===== src/rtl/prbs_burst_ctrl.sv =====
// PRBS burst controller: emits bursts of LFSR words over a valid/ready stream.
//
// state | meaning
// ------+-----------------------------------------------------------
// IDLE  | waiting for a command; cmd_ready_o high
// RUN   | emitting words until the counter is exhausted or aborted
// DONE  | one-cycle done_o pulse, then back to IDLE
module prbs_burst_ctrl #(
  parameter int N     = 8,
  parameter int LEN_W = 16
) (
  input  logic             clk_i,
  input  logic             rst_i,
  input  logic             cmd_valid_i,
  output logic             cmd_ready_o,
  input  logic [LEN_W-1:0] cmd_len_i,
  input  logic             cmd_reseed_i,
  input  logic [N-1:0]     cmd_seed_i,
  input  logic             abort_i,
  output logic [N-1:0]     data_o,
  output logic             data_valid_o,
  input  logic             data_ready_i,
  output logic             busy_o,
  output logic             done_o
);

  typedef enum logic [1:0] {
    S_IDLE = 2'd0,
    S_RUN  = 2'd1,
    S_DONE = 2'd2
  } state_t;

  // Maximal-length tap positions (bit k-1 set for tap k), widths 3..32.
  function automatic logic [31:0] tap_mask(input int w);
    logic [31:0] m;
    m = 32'h0;
    case (w)
      3:  m = 32'h0000_0006;
      4:  m = 32'h0000_000C;
      5:  m = 32'h0000_0014;
      6:  m = 32'h0000_0030;
      7:  m = 32'h0000_0060;
      8:  m = 32'h0000_00B8;
      9:  m = 32'h0000_0110;
      10: m = 32'h0000_0240;
      11: m = 32'h0000_0500;
      12: m = 32'h0000_0829;
      13: m = 32'h0000_100D;
      14: m = 32'h0000_2015;
      15: m = 32'h0000_6000;
      16: m = 32'h0000_D008;
      17: m = 32'h0001_2000;
      18: m = 32'h0002_0400;
      19: m = 32'h0004_0023;
      20: m = 32'h0009_0000;
      21: m = 32'h0014_0000;
      22: m = 32'h0030_0000;
      23: m = 32'h0042_0000;
      24: m = 32'h00E1_0000;
      25: m = 32'h0120_0000;
      26: m = 32'h0200_0023;
      27: m = 32'h0400_0013;
      28: m = 32'h0900_0000;
      29: m = 32'h1400_0000;
      30: m = 32'h2000_0029;
      31: m = 32'h4800_0000;
      32: m = 32'h8020_0003;
      default: m = 32'h0;
    endcase
    return m;
  endfunction

  localparam logic [31:0]      TAPS_ALL = tap_mask(N);
  localparam logic [N-1:0]     TAPS     = TAPS_ALL[N-1:0];
  localparam logic [LEN_W-1:0] LEN_ONE  = {{(LEN_W-1){1'b0}}, 1'b1};

  // Shift left, XNOR of the taps into bit 0 (all-ones is the lock-up state).
  function automatic logic [N-1:0] lfsr_step(input logic [N-1:0] s);
    return {s[N-2:0], ~^(s & TAPS)};
  endfunction

  state_t           state_q, state_d;
  logic [N-1:0]     lfsr_q, lfsr_d;
  logic [N-1:0]     data_q, data_d;
  logic             valid_q, valid_d;
  logic [LEN_W-1:0] cnt_q, cnt_d;

  logic             accept;
  logic             can_emit;
  logic             gen_run;
  logic [N-1:0]     seed_sel;
  logic [N-1:0]     word_nxt;

  // State register
  always_ff @(posedge clk_i) begin
    if (rst_i) state_q <= S_IDLE;
    else       state_q <= state_d;
  end

  // Next-state logic
  always_comb begin
    state_d = state_q;
    case (state_q)
      S_IDLE: if (cmd_valid_i) state_d = S_RUN;
      S_RUN: begin
        if (abort_i)                            state_d = S_DONE;
        else if ((cnt_q == '0) && can_emit)     state_d = S_DONE;
      end
      S_DONE:  state_d = S_IDLE;
      default: state_d = S_IDLE;
    endcase
  end

  // Moore outputs
  always_comb begin
    cmd_ready_o = (state_q == S_IDLE);
    busy_o      = (state_q != S_IDLE);
    done_o      = (state_q == S_DONE);
  end

  // Datapath next values: the accept edge already produces the first word
  always_comb begin
    accept   = (state_q == S_IDLE) && cmd_valid_i;
    can_emit = !valid_q || data_ready_i;
    gen_run  = (state_q == S_RUN) && !abort_i && (cnt_q != '0) && can_emit;
    seed_sel = cmd_reseed_i ? ((cmd_seed_i == '1) ? '0 : cmd_seed_i) : lfsr_q;
    word_nxt = lfsr_step(accept ? seed_sel : lfsr_q);

    lfsr_d  = lfsr_q;
    data_d  = data_q;
    valid_d = valid_q;
    cnt_d   = cnt_q;

    if (accept) begin
      if (cmd_len_i != '0) begin
        lfsr_d  = word_nxt;
        data_d  = word_nxt;
        valid_d = 1'b1;
        cnt_d   = cmd_len_i - LEN_ONE;
      end else begin
        lfsr_d  = seed_sel;
        valid_d = 1'b0;
        cnt_d   = '0;
      end
    end else if (state_q == S_RUN) begin
      if (abort_i) begin
        valid_d = 1'b0;
        cnt_d   = '0;
      end else if (gen_run) begin
        lfsr_d  = word_nxt;
        data_d  = word_nxt;
        valid_d = 1'b1;
        cnt_d   = cnt_q - LEN_ONE;
      end else if (valid_q && data_ready_i) begin
        valid_d = 1'b0;
      end
    end
  end

  // Datapath registers
  always_ff @(posedge clk_i) begin
    if (rst_i) begin
      lfsr_q  <= '0;
      data_q  <= '0;
      valid_q <= 1'b0;
      cnt_q   <= '0;
    end else begin
      lfsr_q  <= lfsr_d;
      data_q  <= data_d;
      valid_q <= valid_d;
      cnt_q   <= cnt_d;
    end
  end

  assign data_o       = data_q;
  assign data_valid_o = valid_q;

endmodule


===== config.mk =====
export PLATFORM = sky130hd
export DESIGN_NAME = prbs_burst_ctrl
export DESIGN_NICKNAME = d
export VERILOG_FILES = /design/src/rtl/prbs_burst_ctrl.sv
export SDC_FILE = /design/constraint.sdc
export NUM_CORES = 1
export LEC_CHECK = 0
export CORE_ASPECT_RATIO = 2
export CORE_UTILIZATION = 47
export CTS_CLUSTER_SIZE = 10
export DETAILED_ROUTE_END_ITERATION = 7
export PLACE_DENSITY = 0.86
export SETUP_SLACK_MARGIN = 0.3
export SKIP_CTS_REPAIR_TIMING = 1
export SLEW_MARGIN = 20
export SYNTH_ARGS = -nofsm -noshare
export SYNTH_HDL_FRONTEND = slang
export SYNTH_SLANG_ARGS = --single-unit

===== constraint.sdc =====
create_clock -name clk_i -period 2.19 [get_ports clk_i]
set_input_delay 0.438 -clock clk_i [delete_from_list [all_inputs] [get_ports clk_i]]
set_output_delay 0.438 -clock clk_i [all_outputs]
set_load 0.005 [all_outputs]

==> out/qor.csv, run 1 <==
metric,value,unit
status,finished with violations,
violations,setup timing,
worst_ep_required_time,2420,ps
ys_warn_count,0,
hp-start,lfsr_q[7],
power,2.63,mW
ys_seq_area_share,31.2,%
crit_chain,inv_2 > ha_4 > or3b_4 > or3_4 > nor3_4 > or4b_1 > a31oi_1,
r2r_cells,7,
min_path_cells,2,
track_usage,29.9,%
synthArstFlopShare,0,%
vias_per_cell,6.74,
max_freq,455,MHz
period_share,100,%
rsz0062_at_grt,yes,
h-tree-depth,2,
numCtsBuffers,5,
place_inst,403,
arrival,2430,ps
relSlewSlack,72.2,%
cts.sinks,35,
ff2ff_setup_slack,-9,ps
antenna_found_initial,0,
final_common_cell,buf_4,
syn_area_per_cell,8.35,sq um
core_area,4600,sq um
yosysTopAreaCell,dfxtp_1,
swShare,35.2,%
synth_mux_area_share,0,%
syn_area,2250,sq um
path_clk_slew,90,ps
fin_area,3640,sq um
fin_crit,2200,ps
internal_power,1.71,mW
leakage,1.39,nW
fp.dieW,50.9,um
skew,17.0,ps
cp_max_fo,4,
utilization,79.3,%
end_kind,flop,
synth.area.top_cells,"dfxtp_1, xnor2_1, a22oi_1, a21oi_1, o221ai_1",
setup_viol,1,
wl_met2,5210,um
hold_ws,512,ps
hpwl,5590,um
fin_ws,-8.70,ps
antenna_cells,0,
ant_nets,0,
worstSetupPathType,flop to flop,
rows,35,
synth_seq_cells,35,
mostFrequentLayoutCells,"buf_4, dfxtp_1, clkdlybuf4s50_1, nor2_1, xnor2_1",
power_frac_comb,42.4,%
synth_top_area_share,31.2,%
synthFlopType,dfxtp_1,
met3WireLength,528,um
post-place-ws,-266,ps
synth_compound_area_share,28.1,%
synth-adder-area-share,1.67,%
gp_congestion,0.912,
wirelength,9550,um
fillerInstances,270,
startpoint,cnt_q[0],
cts_tree,done,
min_to,lfsr_q[7],
drtIter0Drc,187,
syn_nets,302,
dr.pass1.iters,5,
cts_buffer_depth,2,
io_pins,42,
nets,396,
reg2reg_from,cnt_q[0],
start_util,48.8,%
syn_inst,269,
clk_latency,320,ps
wire_per_inst,22.8,um
hold_viol,0,
worstReg2RegEnd,cnt_q[14],
synth_xor_area_share,7.80,%
fin_setup_tns,-8.70,ps
dieHeight,99.8,um
overflow,0,
power_density,723,nW/um^2
area_growth,62.3,%
grt_start_max_net_pins,20,
seqPwrFrac,30.1,%
dpl_cell_area,3100,sq um
power_frac_clock,27.6,%
synth_edf_count,0,
grt_pass1_wl,11300,um
cp_slowest_cell,or4b_1,
vias,2826,
hp-class,flop to flop,
cap_violations,0,
wl_met1,3000,um
cp-start-kind,flop,
irDropWorstVdd,598,uV
p_sw,927,uW
worst_pin_slew,417,ps
dieArea,5080,sq um
io_buffers,41,
slew_viol_final,0,
highest_layer,met4,
instances_no_fill,419,
slowest_delay,480,ps
drive_gt1_share,36.3,%
grt_pass1_vias,2484,
synthDistinctLibCells,58,
drc,0,
synth_top_family_by_area,compound AO/OA/AOI/OAI gates,
synth-simple-area-share,25.8,%
cts_root_buf,clkbuf_8,
[worst max-delay path, delay by kind of cell (launching register included)]
family | cells | cell delay [ps]
simple gates | 4 | 1370
flops | 1 | 330
compound gates | 1 | 200
fa+ha+maj | 1 | 140
buf+inv | 1 | 80
[how the worst max path moves through the flow]
stage | end | slack [ps] | cells after the start
final | cnt_q[14] | -9 | 7
after global routing | cnt_q[14] | -50 | 7
after CTS | cnt_q[14] | -60 | 7
after detailed placement | data_o[6] | -270 | 9
after global placement | data_o[1] | -200 | 9
after floorplan | cnt_q[14] | 140 | 7
[registers in the layout (all words and copies together), names as in the netlist]
register and count:
data_valid_o 1, data_o 8, cnt_q 16, state_q 2, lfsr_q 8
[cells in the mapped netlist, types with 3 or more instances]
master and count:
o32ai_1 4, a22oi_1 11, o221ai_1 8, a31oi_1 6, nor3_1 13, xnor2_1 17
o21a_1 4, nand3_1 4, a21oi_1 14, or3_1 4, nor2_1 18, ha_1 3
a32oi_1 4, inv_1 18, a211oi_1 8, dfxtp_1 35, nand4_1 4, o21ai_0 10
nand2_1 15, nor4_1 6, o22ai_1 10, clkbuf_1 7, xor2_1 3
[cells by family after synthesis]
kind of cell	count (synthesis)
buffers and inverters	29
and+or+nand+nor	92
adders and majority gates	3
xor gates and xnor gates	20
AOI/OAI and AO/OA	90
DFF	35
[layer usage]
layer / global-route usage (%) / up-vias
met3: 4.59 / 63
met5: 0 / -
met4: 21.8 / 0
li1: - / 1223
met2: 58.3 / 170
met1: 25.7 / 1370
[area by class of cell]
cell class / count / area [sq um] / area share (%)
inverter: 18 / 77.6 / 2.13
clock inverter: 2 / 60.1 / 1.65
multi-input combinational: 206 / 1740 / 47.6
sequential: 35 / 709 / 19.5
timing repair buffer: 97 / 920 / 25.2
tap: 55 / 68.8 / 1.89
clock buffer: 6 / 72.6 / 1.99
[power groups by stage]
stage / sequential [mW] / clock [mW] / combinational [mW]
final: 0.793 / 0.726 / 1.12
after detailed placement: 0.788 / 0 / 0.853
after CTS: 0.775 / 0.702 / 0.863
after global routing: 0.800 / 0.751 / 1.16
after global placement: 0.787 / 0 / 0.836
after floorplan: 0.775 / 0 / 0.493
(Power assumes the default switching activity.)
==> run 2, diff against run 1 <==
--- a/config.mk
+++ b/config.mk
@@ -5,7 +5,7 @@
 export SDC_FILE = /design/constraint.sdc
 export NUM_CORES = 1
 export LEC_CHECK = 0
-export CORE_ASPECT_RATIO = 2
+export CORE_ASPECT_RATIO = 0.5
 export CORE_UTILIZATION = 47
 export CTS_CLUSTER_SIZE = 10
 export DETAILED_ROUTE_END_ITERATION = 7
==> out/qor.csv, run 2 (synthesis gave the netlist of run 1 again) <==
metric,value,unit
antenna_found_initial,0,
mostFrequentLayoutCells,"buf_4, dfxtp_1, clkdlybuf4s50_1, xnor2_1, nor2_1",
fin_crit,2300,ps
fillerInstances,212,
max_freq,434,MHz
largest_reg_flops,16,
track_usage,29.0,%
place_inst,415,
cts.sinks,35,
relSlewSlack,70.3,%
hold_ws,535,ps
power,2.65,mW
fin_setup_tns,-113,ps
final_common_cell,buf_4,
wire_per_inst,23.8,um
regMostFlops,cnt_q,
regArea,711,sq um
slew_viol_final,0,
grt_pass1_vias,2537,
leakage,1.43,nW
worst_pin_slew,445,ps
post-place-ws,-462,ps
clk_latency,310,ps
drc,0,
utilization,82.9,%
fin_area,3720,sq um
startpoint,cnt_q[1],
status,finished with violations,
setup_viol,1,
fin_ws,-113,ps
cp_max_fo,4,
wirelength,10400,um
drtIter0Drc,348,
grt_start_max_net_pins,18,
ant_nets,0,
drive_gt1_share,40.8,%
dpl_cell_area,3110,sq um
cts_buffer_depth,2,
rows,17,
reg2reg_from,cnt_q[1],
dr.pass1.iters,7,
dieArea,5080,sq um
power_density,712,nW/um^2
fp.dieW,99.8,um
gp_congestion,0.927,
hp-class,flop to flop,
cap_violations,0,
vias,3043,
io_buffers,41,
io_pins,42,
skew,13.0,ps
period_share,105,%
hold_viol,0,
crit_end,cnt_q[14],
worst_ep_required_time,2400,ps
violations,setup timing,
irDropWorstVdd,530,uV
instances_no_fill,436,
cts_tree,done,
cts_root_buf,clkbuf_8,
end_kind,flop,
hpwl,5240,um
start_util,50.0,%
worstReg2RegEnd,cnt_q[14],
h-tree-depth,2,
area_growth,65.6,%
arrival,2510,ps
worstSetupPathType,flop to flop,
rsz0062_at_grt,yes,
dieHeight,50.9,um
vias_per_cell,6.98,
path_clk_slew,90,ps
nets,402,
ff2ff_setup_slack,-110,ps
core_area,4490,sq um
cp-start-kind,flop,
multi_input_area,1800,sq um
antenna_cells,0,
r2r_cells,7,
overflow,0,
grt_pass1_wl,11500,um
numCtsBuffers,5,
==> run 2: cell count changes in the layout (fill, tap and decap cells not counted), moves of 4 or more <==
cell / change
a211oi_1: -4
a211oi_2: +4
buf_4: +8
clkdlybuf4s50_1: -4
nor3_1: -5
o22ai_1: -4
o22ai_2: +4
==> run 2: cell type report <==
| class | count | area share [%] |
|---|---|---|
| Multi-Input combinational cell | 206 | 48.4 |
| Clock inverter | 3 | 1.28 |
| Timing Repair Buffer | 103 | 24.9 |
| Sequential cell | 35 | 19.1 |
| Clock buffer | 5 | 1.85 |
| Inverter | 18 | 2.22 |
| Tap cell | 66 | 2.22 |
==> run 2: routing by layer <==
metal	up-vias	share of wire (%)	global-route usage (%)
met4	0	6.3	9.56
met1	1412	37	34.6
met2	304	44	53.4
met5	-	0	0
met3	89	12	5.47
li1	1238	-	-
==> run 2: critical path: stages (launching register included) <==
cell,delay [ps]
dfxtp_2,350
inv_4,100
ha_4,150
or3b_4,380
or3_4,380
nor3_4,130
or4b_1,460
a31oi_1,250
==> run 2: power breakdown <==
group / total (mW) / internal (mW) / switching [mW] / leakage (nW)
sequential: 0.804 / 0.713 / 0.0916 / 0.290
clock: 0.642 / 0.346 / 0.297 / 0.0587
combinational: 1.20 / 0.570 / 0.630 / 1.08
==> run 2: worst min path at each step <==
stage / slack, ps / depth (start not counted) / from / end
2_1_floorplan: 470 / 2 / cnt_q[13] / cnt_q[13]
3_3_place_gp: 490 / 2 / cnt_q[13] / cnt_q[13]
3_5_place_dp: 510 / 2 / cnt_q[15] / cnt_q[15]
4_1_cts: 530 / 2 / cnt_q[15] / cnt_q[15]
5_1_grt: 550 / 2 / cnt_q[8] / cnt_q[8]
6_report: 530 / 2 / state_q[0] / state_q[1]
